--- src/rtl/cycle_sequencer_if.sv ---
// Bus between the instruction controller and the cycle sequencer.
// The master drives the controller-side inputs; the slave is the sequencer.
interface cycle_sequencer_if;
    logic       rdy;
    logic [7:0] db_in;
    logic [7:0] IR;
    logic [2:0] cycle;
    logic       page_cross;
    logic       branch_taken;
    logic       irq_n;
    logic       nmi_n;
    logic       i_flag;
    logic [7:0] PD;
    logic       I_cycle;
    logic       R_cycle;
    logic       sync;
    logic [1:0] int_type;

    modport master (
        output rdy, db_in, IR, cycle, page_cross, branch_taken, irq_n, nmi_n, i_flag,
        input  PD, I_cycle, R_cycle, sync, int_type
    );

    modport slave (
        input  rdy, db_in, IR, cycle, page_cross, branch_taken, irq_n, nmi_n, i_flag,
        output PD, I_cycle, R_cycle, sync, int_type
    );
endinterface

--- src/rtl/cycle_sequencer.sv ---
// 6502-style cycle sequencer: decodes the final cycle of each instruction,
// stretches it for page crossings / taken branches, and forces BRK on interrupts.
module cycle_sequencer (
    input  logic              clk_ph1,
    input  logic              rst,
    cycle_sequencer_if.slave  bus
);

    typedef enum logic [1:0] {
        INT_NONE  = 2'b00,
        INT_IRQ   = 2'b01,
        INT_NMI   = 2'b10,
        INT_RESET = 2'b11
    } int_t;

    typedef struct packed {
        logic [2:0] base;
        logic       idx_rd;
        logic       branch;
    } dec_t;

    function automatic dec_t decode(input logic [7:0] ir);
        logic [1:0] cc;
        logic [2:0] bbb;
        logic [2:0] aaa;
        dec_t       d;
        cc  = ir[1:0];
        bbb = ir[4:2];
        aaa = ir[7:5];
        d   = '{base: 3'd1, idx_rd: 1'b0, branch: 1'b0};
        if (ir == 8'h00)
            d.base = 3'd6;
        else if (ir == 8'h20 || ir == 8'h40 || ir == 8'h60)
            d.base = 3'd5;
        else if (ir == 8'h4C)
            d.base = 3'd2;
        else if (ir == 8'h6C)
            d.base = 3'd4;
        else if (ir == 8'h08 || ir == 8'h48)
            d.base = 3'd2;
        else if (ir == 8'h28 || ir == 8'h68)
            d.base = 3'd3;
        else if (ir[4:0] == 5'b10000)
            d.branch = 1'b1;
        else if (ir[3:0] == 4'h8 || ir[3:0] == 4'hA)
            d.base = 3'd1;
        else begin
            case (cc)
                2'b01: begin
                    case (bbb)
                        3'b000: d.base = 3'd5;
                        3'b001: d.base = 3'd2;
                        3'b010: d.base = 3'd1;
                        3'b011: d.base = 3'd3;
                        3'b100: begin
                            d.base   = (aaa == 3'b100) ? 3'd5 : 3'd4;
                            d.idx_rd = (aaa != 3'b100);
                        end
                        3'b101: d.base = 3'd3;
                        default: begin
                            d.base   = (aaa == 3'b100) ? 3'd4 : 3'd3;
                            d.idx_rd = (aaa != 3'b100);
                        end
                    endcase
                end
                2'b10: begin
                    if (aaa == 3'b100) begin
                        case (bbb)
                            3'b001:  d.base = 3'd2;
                            3'b101:  d.base = 3'd3;
                            3'b011:  d.base = 3'd3;
                            3'b111:  d.base = 3'd4;
                            default: d.base = 3'd1;
                        endcase
                    end else if (aaa == 3'b101) begin
                        case (bbb)
                            3'b001:  d.base = 3'd2;
                            3'b101:  d.base = 3'd3;
                            3'b011:  d.base = 3'd3;
                            3'b111: begin
                                d.base   = 3'd3;
                                d.idx_rd = 1'b1;
                            end
                            default: d.base = 3'd1;
                        endcase
                    end else begin
                        // read-modify-write group
                        case (bbb)
                            3'b001:  d.base = 3'd4;
                            3'b101:  d.base = 3'd5;
                            3'b011:  d.base = 3'd5;
                            3'b111:  d.base = 3'd6;
                            default: d.base = 3'd1;
                        endcase
                    end
                end
                2'b00: begin
                    case (bbb)
                        3'b001: if (aaa == 3'b001 || aaa[2]) d.base = 3'd2;
                        3'b011: if (aaa == 3'b001 || aaa[2]) d.base = 3'd3;
                        3'b101: if (aaa == 3'b100 || aaa == 3'b101) d.base = 3'd3;
                        3'b111: begin
                            if (aaa == 3'b101) begin
                                d.base   = 3'd3;
                                d.idx_rd = 1'b1;
                            end
                        end
                        default: d.base = 3'd1;
                    endcase
                end
                default: d.base = 3'd1;
            endcase
        end
        return d;
    endfunction

    logic [7:0] r_pd_hold;
    logic [1:0] r_ext;
    logic       r_nmi_pend;
    logic       r_nmi_prev;
    logic       r_reset_pend;
    int_t       r_int_type;

    dec_t       w_dec;
    logic       w_sync;
    logic       w_ext_now;
    logic [2:0] w_last;
    logic       w_r_cycle;
    logic       w_irq_act;
    logic       w_nmi_fall;
    int_t       w_sel;
    logic       w_take_int;
    logic       w_t0_go;
    logic       w_force_next;
    logic [7:0] w_pd;

    assign w_dec  = decode(bus.IR);
    assign w_sync = (bus.cycle == 3'd0);

    // Extension must already count in the cycle that discovers it, so R_cycle is held off now.
    assign w_ext_now = (w_dec.idx_rd && r_ext == 2'd0 && bus.cycle == w_dec.base && bus.page_cross)
                     || (w_dec.branch && bus.cycle == 3'd1 && bus.branch_taken)
                     || (w_dec.branch && bus.cycle == 3'd2 && r_ext == 2'd1 && bus.page_cross);
    assign w_last    = w_dec.base + {1'b0, r_ext} + {2'b00, w_ext_now};
    assign w_r_cycle = bus.rdy && (bus.cycle == w_last);

    assign w_irq_act  = !bus.irq_n && !bus.i_flag;
    assign w_nmi_fall = r_nmi_prev && !bus.nmi_n;
    assign w_sel      = r_reset_pend ? INT_RESET :
                        r_nmi_pend   ? INT_NMI   :
                        w_irq_act    ? INT_IRQ   : INT_NONE;
    assign w_take_int = (w_sel != INT_NONE);
    assign w_t0_go    = w_sync && bus.rdy;
    assign w_force_next = r_reset_pend || r_nmi_pend || w_nmi_fall || w_irq_act;

    assign w_pd = w_sync ? (w_take_int ? 8'h00 : bus.db_in) : r_pd_hold;

    always_ff @(posedge clk_ph1 or posedge rst) begin
        if (rst) begin
            r_pd_hold    <= 8'h00;
            r_ext        <= 2'd0;
            r_nmi_pend   <= 1'b0;
            r_nmi_prev   <= 1'b1;
            r_reset_pend <= 1'b1;
            r_int_type   <= INT_NONE;
        end else begin
            r_pd_hold  <= w_pd;
            r_nmi_prev <= bus.nmi_n;

            if (w_nmi_fall)
                r_nmi_pend <= 1'b1;
            else if (w_t0_go && w_sel == INT_NMI)
                r_nmi_pend <= 1'b0;

            if (w_t0_go)
                r_reset_pend <= 1'b0;

            if (w_r_cycle)
                r_ext <= 2'd0;
            else if (bus.rdy && w_ext_now)
                r_ext <= r_ext + 2'd1;

            // Source stays latched across back-to-back forced fetches.
            if (w_t0_go)
                r_int_type <= w_sel;
            else if (w_r_cycle && !w_force_next)
                r_int_type <= INT_NONE;
        end
    end

    assign bus.PD       = w_pd;
    assign bus.I_cycle  = bus.rdy;
    assign bus.R_cycle  = w_r_cycle;
    assign bus.sync     = w_sync;
    assign bus.int_type = r_int_type;

endmodule

--- src/flat_wrapper.sv ---
// flat-port wrapper written by rule: the top's interface ports become plain ports
module cycle_sequencer_flat 
  (clk_ph1, rst, bus_rdy, bus_db_in, bus_IR, bus_cycle, bus_page_cross, bus_branch_taken, bus_irq_n, bus_nmi_n, bus_i_flag, bus_PD, bus_I_cycle, bus_R_cycle, bus_sync, bus_int_type);
  cycle_sequencer_if bus_i ();
  input  logic clk_ph1;
  input  logic rst;
  input wire logic [$bits(bus_i.rdy)-1:0] bus_rdy;
  input wire logic [$bits(bus_i.db_in)-1:0] bus_db_in;
  input wire logic [$bits(bus_i.IR)-1:0] bus_IR;
  input wire logic [$bits(bus_i.cycle)-1:0] bus_cycle;
  input wire logic [$bits(bus_i.page_cross)-1:0] bus_page_cross;
  input wire logic [$bits(bus_i.branch_taken)-1:0] bus_branch_taken;
  input wire logic [$bits(bus_i.irq_n)-1:0] bus_irq_n;
  input wire logic [$bits(bus_i.nmi_n)-1:0] bus_nmi_n;
  input wire logic [$bits(bus_i.i_flag)-1:0] bus_i_flag;
  output wire logic [$bits(bus_i.PD)-1:0] bus_PD;
  output wire logic [$bits(bus_i.I_cycle)-1:0] bus_I_cycle;
  output wire logic [$bits(bus_i.R_cycle)-1:0] bus_R_cycle;
  output wire logic [$bits(bus_i.sync)-1:0] bus_sync;
  output wire logic [$bits(bus_i.int_type)-1:0] bus_int_type;
  assign bus_i.rdy = bus_rdy;
  assign bus_i.db_in = bus_db_in;
  assign bus_i.IR = bus_IR;
  assign bus_i.cycle = bus_cycle;
  assign bus_i.page_cross = bus_page_cross;
  assign bus_i.branch_taken = bus_branch_taken;
  assign bus_i.irq_n = bus_irq_n;
  assign bus_i.nmi_n = bus_nmi_n;
  assign bus_i.i_flag = bus_i_flag;
  assign bus_PD = bus_i.PD;
  assign bus_I_cycle = bus_i.I_cycle;
  assign bus_R_cycle = bus_i.R_cycle;
  assign bus_sync = bus_i.sync;
  assign bus_int_type = bus_i.int_type;
  cycle_sequencer u_core (.clk_ph1(clk_ph1), .rst(rst), .bus(bus_i));
endmodule
--- config.mk ---
export PLATFORM = sky130hd
export DESIGN_NAME = cycle_sequencer_flat
export DESIGN_NICKNAME = d
export VERILOG_FILES = /design/src/rtl/cycle_sequencer_if.sv /design/src/rtl/cycle_sequencer.sv /design/src/flat_wrapper.sv
export SDC_FILE = /design/constraint.sdc
export NUM_CORES = 1
export LEC_CHECK = 0
export CORE_MARGIN = 1
export CORE_UTILIZATION = 39
export DETAILED_ROUTE_END_ITERATION = 10
export PLACE_DENSITY = 0.77
export SYNTH_ARGS = -nofsm -noshare
export SYNTH_HDL_FRONTEND = slang
export SYNTH_SLANG_ARGS = --single-unit
export TNS_END_PERCENT = 30
--- constraint.sdc ---
create_clock -name clk_ph1 -period 4 [get_ports clk_ph1]
set_clock_uncertainty 0.15 [all_clocks]
set_input_delay 0.6 -clock clk_ph1 [delete_from_list [all_inputs] [get_ports clk_ph1]]
set_output_delay 0.6 -clock clk_ph1 [all_outputs]
set_load 0.03 [all_outputs]
==> results.cfg, run 1 <==
[synthesis]
synthArstFlopShare_pct = 100
syn-cell-area_sq_um = 1190
yosys_warnings = 0
ys_seq_area_share_pct = 31.6
synth_nets = 153
ys_types = 51
synth_edf_count = 0
synth_ff_type = dfrtp_1
syn_inst = 122
synth.avg_cell_area_sq_um = 9.79
ys_ff_latch = 15

[floorplanning]
die_w_microns = 57.4
fp-row-count = 19
start_util_pct = 42.2
num_io_pins = 40
die_y_microns = 57.4
core_sq_um = 2830
dieArea_sq_um = 3290

[place]
dp.cells = 211
place_hpwl_mm = 2.52
placed_cell_area_sq_um = 1770
portBuffers = 39
pre_cts_slack_ps = -795
gp_congestion = 0.886

[worst_setup_path]
cp_slowest_cell = fa_1
path_delay_family = adder cells
path_class = in -> out
worstPathArrival_ps = 3670
rrSetupSlack_ps = 320
cp_max_fo = 3
crit_path_max_incr_delay_ps = 500
crit_required_ps = 3250
worstPathCellList = buf_2 -> nand2_2 -> buf_4 -> nor3_4 -> buf_4 -> buf_4 -> o32ai_2 -> xor2_1 -> o41ai_4 -> fa_2 -> inv_2 -> fa_1 -> xor2_1 -> nand4_1 -> mux2i_4 -> buf_6
start_kind = primary input
critical_path_buf_inv_count = 6
cp-end-kind = output port
reg2reg_to = u_core.r_ext[0]
crit_path_frequent_cell = buf_4
r2r-start = u_core.r_ext[0]
worstRegToRegCells = 15

[grt]
grt_pass1_wl_mm = 5.22
grt_max_degree = 16
track_usage_pct = 20.2
grt_overflow = 0
first_global_vias = 1237
antenna_found_initial = 0

[clock_network]
clkTransAtPathRegs_ps = 80
cts_tree = done
cts_hold_buf = 0
cts-htree-levels = 1
cts_buffers = 3
clock_sinks = 15
worstSkewPairLatency_ps = 280
cts.path.max_buffers = 2
cts_root_buffer = clkbuf_4

[worst_hold_path]
worstHoldPathType = reg -> reg
hold-path-endpoint = u_core.r_pd_hold[0]
min_delay_path_depth = 1
min_from = u_core.r_pd_hold[0]

[route]
firstDrtPassIters = 7
vias = 1244
ant_nets = 0
drt-initial-drc-count = 46
drc_errors = 2
via_per_inst = 5.53
drt_wl_total_mm = 3.32
wire_per_inst_microns = 14.7

[timing]
finalHoldViolCount = 0
fmax_mhz = 226
setup_viol = 3
hold-worst-slack_ps = 364
slew_viol_final = 0
setup_ws_ps = -416
layout_min_cycle_time_ps = 4420
rsz0062_at_grt = true
worstMarginPinSlew_ps = 555
slew_headroom_pct = 62.9
post-route-period-util_pct = 110

[job]
max_cap_violations = 0

[finish]
finalNetCount = 226
drive_gt1_share_pct = 40.7
design_area_sq_um = 1900
n_fill_cell = 223
stdcell_count = 225
diodes = 0
fin_util_pct = 67.2
area_growth_syn_to_layout_pct = 59.1

[power]
p_leak_nw = 0.849
power_density_nw_per_um2 = 272
ir_drop_mv = 0.256

[status]
violations = DRC, setup timing
outcome = finished with violations
==> cells in the final DEF, fill, tap and decap left out, drive strengths merged, types with 3 or more instances in the layout <==
| cell | netlist | final |
|---|---|---|
| buf | 6 | 51 |
| clkdlybuf4s50 | 0 | 22 |
| dfrtp | 13 | 13 |
| a22o | 9 | 9 |
| inv | 7 | 7 |
| nor2 | 7 | 7 |
| a21oi | 7 | 7 |
| nand2b | 6 | 6 |
| o21ai | 6 | 6 |
| nand2 | 5 | 5 |
| o211ai | 4 | 4 |
| clkbuf | 1 | 4 |
| nor3 | 4 | 4 |
| or3 | 3 | 3 |
| xnor2 | 3 | 3 |
==> kinds of logic after synthesis <==
family,Yosys count,synth area share [%]
xor+xnor,5,4.29
simple gates,44,23.6
compound gates,38,26.5
fa+ha+maj,4,5.44
mux,2,2.09
flops,15,31.6
buf+inv,14,6.49
==> stage by stage <==
step                      total power, mW  setup TNS, ps
after floorplan                     0.319           -350
after CTS                           0.517           -745
after global routing                0.544          -1460
final                               0.517           -678
after global placement              0.409          -2200
after detailed placement            0.420          -3250
==> registers in the layout, summed over array words and instances (netlist names) <==
signal               flops
u_core.bus.int_type      2
u_core.r_ext             2
u_core.r_nmi_pend        1
u_core.r_nmi_prev        1
u_core.r_pd_hold         8
u_core.r_reset_pend      1
==> cell type report <==
class	count	area, sq um	share of cell area [%]
Clock buffer	4	26.3	1.38
Inverter	7	26.3	1.38
Sequential cell	15	378	19.9
Tap cell	31	38.8	2.04
Multi-Input combinational cell	93	791	41.6
Timing Repair Buffer	75	641	33.7
==> report_power, final <==
| group | switching [mW] | internal [mW] |
|---|---|---|
| registers | 0.0111 | 0.169 |
| clock network | 0.0451 | 0.0387 |
| logic | 0.124 | 0.129 |
| total | 0.181 | 0.336 |
==> worst register-to-register path: stages (launching register included) <==
cell and delay (ps):
dfrtp_1 430, inv_1 110, ha_1 170, and3_1 160
o211ai_1 120, o41ai_4 350, fa_2 270, inv_2 40
fa_1 500, xor2_1 200, nand4_1 180, mux2i_4 210
buf_4 130, buf_4 110, and3b_1 180, mux2_4 260
==> worst max path at each step <==
stage	from	endpoint	slack [ps]	depth (start not counted)
final	bus_IR[3]	bus_R_cycle	-420	16
after global routing	bus_IR[6]	bus_R_cycle	-570	15
after CTS	bus_IR[6]	bus_R_cycle	-440	15
after detailed placement	bus_IR[1]	bus_R_cycle	-790	14
after global placement	bus_IR[2]	bus_R_cycle	-600	14
after floorplan	bus_IR[6]	u_core.r_ext[0]	-150	15
==> cell usage after synthesis (2+ instances only) <==
cell type  number  area share (%)
a21o_1          2             1.3
a21oi_1         7             2.9
a22o_1          9             6.6
buf_2           2            0.84
buf_4           2             1.3
buf_6           2             1.9
dfrtp_1        13              27
dfstp_2         2             4.4
fa_1            2             3.4
ha_1            2             2.1
inv_1           7             2.2
nand2_1         5             1.6
nand2b_1        4             2.1
nand3_1         2            0.84
nand3b_1        2             1.3
nand4_1         2             1.0
nand4b_1        2             1.5
nor2_1          6             1.9
nor2b_1         2             1.0
nor3_1          2            0.84
nor4_1          2             1.0
nor4b_1         2             1.5
o211ai_1        4             2.5
o21a_1          2             1.3
o21ai_0         4             1.7
o2bb2ai_1       2             1.5
or3_1           3             1.6
xnor2_1         2             1.5
xor2_1          2             1.5
==> per-layer routing <==
metal | GRT usage (%) | share of wire [%]
met1 | 23.3 | 42
met2 | 36.9 | 52
met3 | 4.08 | 5.8
met4 | 7.32 | 1.1
met5 | 0 | 0
==> timing repair <==
item	in CTS	in global routing
pin swaps	13	9
gates resized for setup	41	3
setup buffers	7	3
hold endpoints to repair	0	0
setup endpoints to repair	5	5
Power figures use the tool's default switching activity.
==> run 2, diff against run 1 <==
Settings changed: HOLD_SLACK_MARGIN set to 0.02.
==> results of run 2 <==
Same layout as run 1: the final DEF is identical, and so are final timing and power.
